<file path="src/rtl/snake_body_stream_ctrl.sv">
// Snake body streamer: copies body RAM into the renderer once per frame
// and shares the single RAM port with the game-logic move/grow engine.
module snake_body_stream_ctrl #(
  parameter int LEN_BIT = 7,
  parameter int LEN_MAX = 128,
  parameter int COORD_W = 7,
  parameter int RD_LAT  = 1
) (
  input  logic               clock_25,
  input  logic               reset,
  input  logic               frame_start,
  input  logic [LEN_BIT-1:0] snake_length,
  input  logic               logic_req,
  input  logic               logic_done,
  output logic               logic_grant,
  output logic               rd_en,
  output logic [LEN_BIT-1:0] rd_addr,
  input  logic [COORD_W-1:0] rd_x,
  input  logic [COORD_W-1:0] rd_y,
  output logic               en_snake_body,
  output logic [COORD_W-1:0] snake_body_x,
  output logic [COORD_W-1:0] snake_body_y,
  output logic               stream_busy,
  output logic               overrun
);

  // One extra bit so a clamp value of 2**LEN_BIT is representable.
  localparam int CNT_W = LEN_BIT + 1;

  typedef enum logic [2:0] {
    IDLE,
    GRANT,
    PEND,
    STREAM,
    DRAIN
  } state_t;

  state_t             state;
  state_t             state_nx;
  logic [CNT_W-1:0]   len_q;
  logic [CNT_W-1:0]   len_in;
  logic [LEN_BIT-1:0] idx;
  logic               start;
  logic               last_rd;
  logic               ovr_nx;
  logic               in_flight;

  // pipe[0..RD_LAT-1]: reads waiting on RAM data; pipe[RD_LAT]: beat out.
  logic [RD_LAT:0]    pipe;

  // Clamp the sampled length so the burst never exceeds LEN_MAX beats.
  always_comb begin
    len_in = {1'b0, snake_length};
    if (len_in > CNT_W'(LEN_MAX)) begin
      len_in = CNT_W'(LEN_MAX);
    end
  end

  assign last_rd   = ({1'b0, idx} == (len_q - CNT_W'(1)));
  assign in_flight = |pipe[RD_LAT-1:0];

  // Next-state and control decode; streaming wins ties with game logic.
  always_comb begin
    state_nx    = state;
    start       = 1'b0;
    ovr_nx      = 1'b0;
    rd_en       = 1'b0;
    logic_grant = 1'b0;
    stream_busy = 1'b0;
    unique case (state)
      IDLE: begin
        if (frame_start) begin
          state_nx = STREAM;
          start    = 1'b1;
        end else if (logic_req) begin
          state_nx = GRANT;
        end
      end
      GRANT: begin
        logic_grant = 1'b1;
        if (logic_done) begin
          if (frame_start) begin
            state_nx = STREAM;
            start    = 1'b1;
          end else begin
            state_nx = IDLE;
          end
        end else if (frame_start) begin
          state_nx = PEND;
        end
      end
      PEND: begin
        logic_grant = 1'b1;
        ovr_nx      = frame_start;
        if (logic_done) begin
          state_nx = STREAM;
          start    = 1'b1;
        end
      end
      STREAM: begin
        ovr_nx = frame_start;
        if (len_q == '0) begin
          state_nx = IDLE;
        end else begin
          rd_en       = 1'b1;
          stream_busy = 1'b1;
          if (last_rd) begin
            state_nx = DRAIN;
          end
        end
      end
      DRAIN: begin
        ovr_nx      = frame_start;
        stream_busy = 1'b1;
        if (!in_flight) begin
          state_nx = IDLE;
        end
      end
      default: begin
        state_nx = IDLE;
      end
    endcase
  end

  assign rd_addr       = rd_en ? idx : '0;
  assign en_snake_body = pipe[RD_LAT];

  // State register.
  always_ff @(posedge clock_25 or negedge reset) begin
    if (!reset) begin
      state <= IDLE;
    end else begin
      state <= state_nx;
    end
  end

  // Burst length latch and read address counter.
  always_ff @(posedge clock_25 or negedge reset) begin
    if (!reset) begin
      len_q <= '0;
      idx   <= '0;
    end else if (start) begin
      len_q <= len_in;
      idx   <= '0;
    end else if (rd_en) begin
      idx <= idx + LEN_BIT'(1);
    end
  end

  // Read-valid pipeline; the last stage is the beat strobe itself.
  always_ff @(posedge clock_25 or negedge reset) begin
    if (!reset) begin
      pipe <= '0;
    end else begin
      pipe <= {pipe[RD_LAT-1:0], rd_en};
    end
  end

  // Capture returning RAM data; hold it between bursts.
  always_ff @(posedge clock_25 or negedge reset) begin
    if (!reset) begin
      snake_body_x <= '0;
      snake_body_y <= '0;
    end else if (pipe[RD_LAT-1]) begin
      snake_body_x <= rd_x;
      snake_body_y <= rd_y;
    end
  end

  // Registered overrun pulse for frames that arrive while busy.
  always_ff @(posedge clock_25 or negedge reset) begin
    if (!reset) begin
      overrun <= 1'b0;
    end else begin
      overrun <= ovr_nx;
    end
  end

endmodule

</file>
<file path="config.mk">
export PLATFORM = sky130hd
export DESIGN_NAME = snake_body_stream_ctrl
export DESIGN_NICKNAME = d
export VERILOG_FILES = /design/src/rtl/snake_body_stream_ctrl.sv
export SDC_FILE = /design/constraint.sdc
export NUM_CORES = 1
export LEC_CHECK = 0
export BUFFER_PORTS_ARGS = -buffer_cell sky130_fd_sc_hd__buf_2
export CAP_MARGIN = 40
export CORE_ASPECT_RATIO = 0.5
export CORE_MARGIN = 2
export CORE_UTILIZATION = 35
export CTS_BUF_LIST = sky130_fd_sc_hd__clkbuf_4
export DETAILED_ROUTE_END_ITERATION = 8
export HOLD_SLACK_MARGIN = 0.08
export PLACE_DENSITY = 0.7
export SLEW_MARGIN = 5
export SYNTH_ARGS = -nofsm -noshare
export SYNTH_HDL_FRONTEND = slang
export SYNTH_SLANG_ARGS = --single-unit
</file>
<file path="constraint.sdc">
create_clock -name clock_25 -period 3.3 [get_ports clock_25]
set_input_delay 0.825 -clock clock_25 [delete_from_list [all_inputs] [get_ports clock_25]]
set_output_delay 0.825 -clock clock_25 [all_outputs]
set_load 0.1 [all_outputs]
</file>
==> metrics.md, run 1 <==
| Metric | Value |
|---|---|
| Worst EP required | `approximately 2.5 ns` |
| Area grow syn2layout | `23.7%` |
| CTS tree | `yes` |
| Post-CTS Setup Bufs | `0` |
| Clock Tree Root | `clkbuf_4` |
| Syn nets | `around 180` |
| Die Ht | `between 50 and 60 µm` |
| Final setup viols | `0` |
| #FFs+latches synth | `34` |
| Post-Syn Area | `around 1700 µm²` |
| Run status | `finished, final reports clean` |
| Clk slew on worst S/H paths | `about 0.10 ns` |
| Sink Count | `34` |
| Site row count | `17` |
| DR WL/cell | `12.3 µm` |
| Worst slew pin tran | `just over 0.7 ns` |
| Synth cell types | `34` |
| # H-tree levels | `2` |
| Final hold vios | `0` |
| Min-delay worst type | `reg -> reg` |
| # Max-Cap Violations | `0` |
| Grt ovf | `0` |
| F_max | `316 MHz` |
| Cts bufs inserted | `5` |
| Clk_lat worst skew | `0.33 ns` |
| GRT Total Usage | `between 10% and 20%` |
| DIE WIDTH | `slightly above 100 µm` |
| DRT Pass-1 Iters | `4` |
| Cell with the largest stage delay on the worst path | `or4_4` |
| FF-to-FF setup slack | `roughly 1.1 ns` |
| Vias per cell | `4.79` |
| Crit Reg-Reg Startpoint | `len_q[3]` |
| GPL Wtd Cong | `around 0.80` |
| Main synth FF type | `dfrtp_1` |
| Worst Path Buf+Inv | `1` |
| Final setup TNS | `0 ns` |
| Skew final | `0.00498 ns` |
| Instance count on the critical path | `4` |
| DR vias | `between 1,000 and 1,500` |
| First DRT Iteration DRCs | `38` |
| Final min period | `about 3.2 ns` |
| Port bufs | `between 50 and 60` |
| Post-synth top area share | `50.7%` |
| Crit Path Category | `reg -> out` |
| Initial core utilization | `between 30% and 40%` |
| Crit share post-route | `95.8%` |
| Arr. time, crit path | `~2.3 ns` |
| Critical Path Source | `len_q[3]` |
| Post-synth EDFFs | `0` |
| Crit path largest cell delay | `~0.57 ns` |
| RSZ-0062 raised after global routing | `false` |
| Largest net degree at the start of global routing | `35` |
| R2R depth | `5` |
| Die area | `between 5000 and 6000 µm²` |
| Post-route setup slack | `approximately 0.14 ns` |
| Synth warn | `0` |
| Worst setup path end | `stream_busy` |
| Area contributors post-synth | `dfrtp_1, mux2_2, xnor2_1` |
| Vias in the first global route | `around 1,300` |
| Layout cells sized above 1 | `between 40% and 50%` |
| R2r endpoint | `state[1]` |
| Fin. max-slew vios | `0` |
| Final net count | `229` |
| Critical Path Start Type | `flop` |
| Final ANT Viol Nets | `0` |
| Max Root-Sink Buffers | `2` |
| Top Ports | `52` |
| HPWL Detailed | `~2500 µm` |
| Global-route wire length before repair | `roughly 5600 µm` |
| Crit-path max FO | `20` |
| Syn avg cell area | `11.4 µm²` |
| Synth area leader | `dfrtp_1` |
| Antenna Diode Count | `0` |
| Residual DRC count | `0` |
| Pre-CTS WS | `approximately 0.36 ns` |
| Cells after Synth | `~150` |
| Worst path top cell family by delay | `simple AND/OR/NAND/NOR gates` |
| Crit path cell chain | `or4_4 > o311a_4 > or2_2 > buf_4` |
| Sequential cell area fraction in the yosys report | `between 50 and 60%` |
| Initial antenna violation count | `0` |
| Core area | `about 4500 µm²` |
| Post-Route WL | `3270 µm` |
| Rel. slew slack | `52.2%` |
| Ys async rst share | `100%` |
| CP endpoint kind | `output port` |
state kept, by name, summed over array words and instances (netlist names):
name / flops
state: 3
idx: 7
snake_body_y: 7
snake_body_x: 7
pipe: 2
len_q: 7
overrun: 1
stage by stage:
step | util (%) | cell area, µm² | std cells | hold WS, ns
2_1_floorplan | - | 1690 | 147 | 0.352
3_3_place_gp | 44.6 | 2010 | 259 | 0.484
3_5_place_dp | 44.6 | 2010 | 259 | 0.489
4_1_cts | 45.8 | 2070 | 267 | 0.515
5_1_grt | 46.0 | 2080 | 267 | 0.534
6_report | 46.0 | 2080 | 267 | 0.510
final cells by class:
cell class              count  area (µm²)
fillers                   431        2430
flip-flops and latches     34         851
multi-input cells         103         808
repair buffers             52         265
well taps                  66        82.6
clock buffers               6        45.0
inverters                   4        15.0
clock inverters             2        8.76
logic make-up (layout without fill, tap and decap cells):
| kind of cell | Yosys count | in the layout | synth area share [%] |
|---|---|---|---|
| AOI/OAI and AO/OA | 20 | 20 | 8.50 |
| buffers and inverters | 10 | 64 | 2.24 |
| and+or+nand+nor | 46 | 46 | 15.7 |
| muxes | 20 | 20 | 13.3 |
| adders and majority gates | 3 | 3 | 2.24 |
| DFF | 34 | 34 | 50.7 |
| xor gates and xnor gates | 14 | 14 | 7.31 |
layer usage:
metal,share of wire [%],track usage [%],vias to the layer above
met3,5.0,4.23,7
met1,42,16.3,619
li1,-,-,623
met5,0,0,-
met2,51,23.9,31
met4,1.6,5.78,0
synth_stat cells, types with 2 or more instances:
master    count
ha_1          3
and3_1        3
nand3b_1      2
nand2_1       3
or2_2         2
xnor2_1       7
inv_1         4
nand4_1       5
clkbuf_1      6
a21oi_1       5
xor2_1        7
o21ai_0       5
nand2b_1      4
and2_1        7
nor2_1       10
nor2b_1       3
dfrtp_1      34
mux2_2       19
nor3_1        3
cells in the final DEF, fill, tap and decap left out, drive strengths merged, types with 2 or more instances in the layout:
cell,netlist,layout
nor2,10,10
o311a,2,2
o21ai,5,5
clkinv,0,2
and2,7,7
nor3,3,3
xnor2,7,7
and3,3,3
clkbuf,6,6
nand2,3,3
dfrtp,34,34
mux2,19,19
or2,2,2
a21oi,5,5
inv,4,4
nor2b,3,3
buf,0,52
nand3b,2,2
ha,3,3
xor2,7,7
nand2b,4,4
nand4,5,5
timing repair:
item / in CTS / in global routing
hold buffers: 0 / 0
setup endpoints to repair: 1 / 6
pin swaps: 0 / 0
gates resized for setup: 1 / 1
worst min-delay path by stage:
stage,depth (start not counted),endpoint,slack (ns),start
2_1_floorplan,0,pipe[1],0.35,pipe[0]
6_report,1,snake_body_x[1],0.51,snake_body_x[1]
3_5_place_dp,1,snake_body_x[1],0.49,snake_body_x[1]
4_1_cts,1,snake_body_x[1],0.52,snake_body_x[1]
3_3_place_gp,1,snake_body_x[3],0.48,snake_body_x[3]
5_1_grt,1,snake_body_x[0],0.53,snake_body_x[0]
Power of run 1 is left out: the tool's default activity adds up to more than one toggle a clock period on the data nets, which glitch-free logic cannot reach.
==> run 2: changes to the inputs <==
--- a/config.mk
+++ b/config.mk
@@ -9,3 +9,3 @@
 export CAP_MARGIN = 40
-export CORE_ASPECT_RATIO = 0.5
+export CORE_ASPECT_RATIO = 0.8
 export CORE_MARGIN = 2
==> constraint.sdc (replaced) <==
create_clock -name clock_25 -period 3.3 [get_ports clock_25]
set_input_delay 0.66 -clock clock_25 [delete_from_list [all_inputs] [get_ports clock_25]]
set_output_delay 0.66 -clock clock_25 [all_outputs]
set_load 0.1 [all_outputs]
==> metrics.md, run 2 (synthesis results as in run 1) <==
| Metric | Value |
|---|---|
| Run status | `finished, final reports clean` |
| Arr. time, crit path | `2.48 ns (+0.14 ns)` |
| # resized after CTS | `0 (-1)` |
| Initial antenna violation count | `0 (unchanged)` |
| Crit-path max FO | `20 (unchanged)` |
| R2r endpoint | `state[0]` |
| Top Ports | `52 (unchanged)` |
| R2R depth | `5 (unchanged)` |
| Final net count | `229 (unchanged)` |
| Worst EP required | `2.64 ns (+0.17 ns)` |
| Skew final | `0.00885 ns (+0.00387 ns)` |
| Commonest non-fill, non-tap cell in the layout | `buf_2` |
| Final setup TNS | `0 ns (unchanged)` |
| Crit Reg-Reg Startpoint | `len_q[3]` |
| CP endpoint kind | `output port` |
| Residual DRC count | `0 (unchanged)` |
| HPWL Detailed | `2420 µm (-2.1%)` |
| Post-Route WL | `3290 µm (+0.58%)` |
| # Max-Cap Violations | `0 (unchanged)` |
| # H-tree levels | `2 (unchanged)` |
| Max Root-Sink Buffers | `2 (unchanged)` |
| FF-to-FF setup slack | `1.03 ns (-0.02 ns)` |
| Global-route wire length before repair | `5560 µm (-1.2%)` |
| Clock Tree Root | `clkbuf_4` |
| GPL Wtd Cong | `0.839 (+4.7%)` |
| Initial core utilization | `36.5% (-0.71 points)` |
| Fin. max-slew vios | `0 (unchanged)` |
| RSZ-0062 raised after global routing | `false` |
| Final setup viols | `0 (unchanged)` |
| DR WL/cell | `12.6 µm (+2.9%)` |
| Largest net degree at the start of global routing | `35 (unchanged)` |
| Hold buffers post-CTS | `0 (unchanged)` |
| GRT Total Usage | `13.8% (-0.070 points)` |
| Port bufs | `51 (unchanged)` |
| DRT Pass-1 Iters | `3 (-1)` |
| Grt ovf | `0 (unchanged)` |
| Cts bufs inserted | `5 (unchanged)` |
| Antenna Diode Count | `0 (unchanged)` |
| Final hold vios | `0 (unchanged)` |
| Post-CTS Setup Bufs | `0 (unchanged)` |
| CTS tree | `yes` |
| Core area | `4600 µm² (+1.9%)` |
| Most frequent cells in the layout | `buf_2, dfrtp_1, mux2_2` |
| Final min period | `3.14 ns (-0.0236 ns)` |
| Final ANT Viol Nets | `0 (unchanged)` |
| Critical Path Start Type | `flop` |
| F_max | `319 MHz (+0.75%)` |
| Sink Count | `34 (unchanged)` |
| Vias in the first global route | `1,163 (-8.4%)` |
| Clk slew on worst S/H paths | `0.11 ns (about the same)` |
| Area grow syn2layout | `23.7% (unchanged)` |
| Rel. slew slack | `51.3% (-0.93 points)` |
| Area of the multi-input gates | `790 µm² (-2.3%)` |
| Clk_lat worst skew | `0.34 ns (about the same)` |
| DR vias | `1,251 (-2.3%)` |
| Crit share post-route | `95.1% (-0.72 points)` |
| Die Ht | `65.9 µm (+24%)` |
| Site row count | `22 (+5)` |
| Worst slew pin tran | `0.731 ns (+0.0139 ns)` |
| Crit Path Category | `reg -> out` |
| Filler cells | `438 (+1.6%)` |
| First DRT Iteration DRCs | `36 (-5.3%)` |
| Register area | `851 µm² (unchanged)` |
| Die area | `5370 µm² (-0.56%)` |
| Layout cells sized above 1 | `41.8% (-3.0 points)` |
| Min-delay worst type | `in -> async` |
| Vias per cell | `4.79 (about the same)` |
| DIE WIDTH | `81.4 µm (-20%)` |
==> run 2: worst max-delay path by stage <==
stage,cells after the start,from,slack [ns],end
2_1_floorplan,5,len_q[3],0.06,rd_addr[0]
6_report,4,len_q[3],0.16,stream_busy
5_1_grt,4,len_q[3],0.07,stream_busy
4_1_cts,4,len_q[3],0.14,stream_busy
3_5_place_dp,4,len_q[3],0.52,stream_busy
3_3_place_gp,4,len_q[3],0.55,stream_busy
==> run 2: layer usage <==
layer	vias up	part of all wire, %	track usage [%]
met5	-	0	0
met4	0	1.2	5.72
met3	5	7.4	4.37
met2	35	43	19.6
met1	586	49	19.2
li1	625	-	-
==> run 2: worst max-delay path, stage by stage, from the launching register on <==
cell and delay, ns:
dfrtp_1 0.45, or4_4 0.56, o311a_2 0.50, or2_2 0.33, buf_2 0.29
==> run 2: layout make-up <==
| type | instances | share of cell area (%) |
|---|---|---|
| well taps | 60 | 3.62 |
| clock inverters | 3 | 2.17 |
| multi-input cells | 103 | 38.0 |
| clock buffers | 5 | 1.81 |
| inverters | 4 | 0.723 |
| repair buffers | 52 | 12.7 |
| flip-flops and latches | 34 | 41.0 |
==> run 2: metrics by stage <==
step	worst slack [ns]	util, %	instance area, µm²	hold WS [ns]	std cells
6_report	0.163	45.2	2080	0.363	261
5_1_grt	0.0680	45.2	2080	0.415	261
4_1_cts	0.139	45.2	2080	0.385	261
3_5_place_dp	0.521	43.4	1990	0.491	253
3_3_place_gp	0.547	43.4	1990	0.485	253
2_1_floorplan	0.0614	-	1680	0.352	147
Power of run 2 is left out for the same reason.
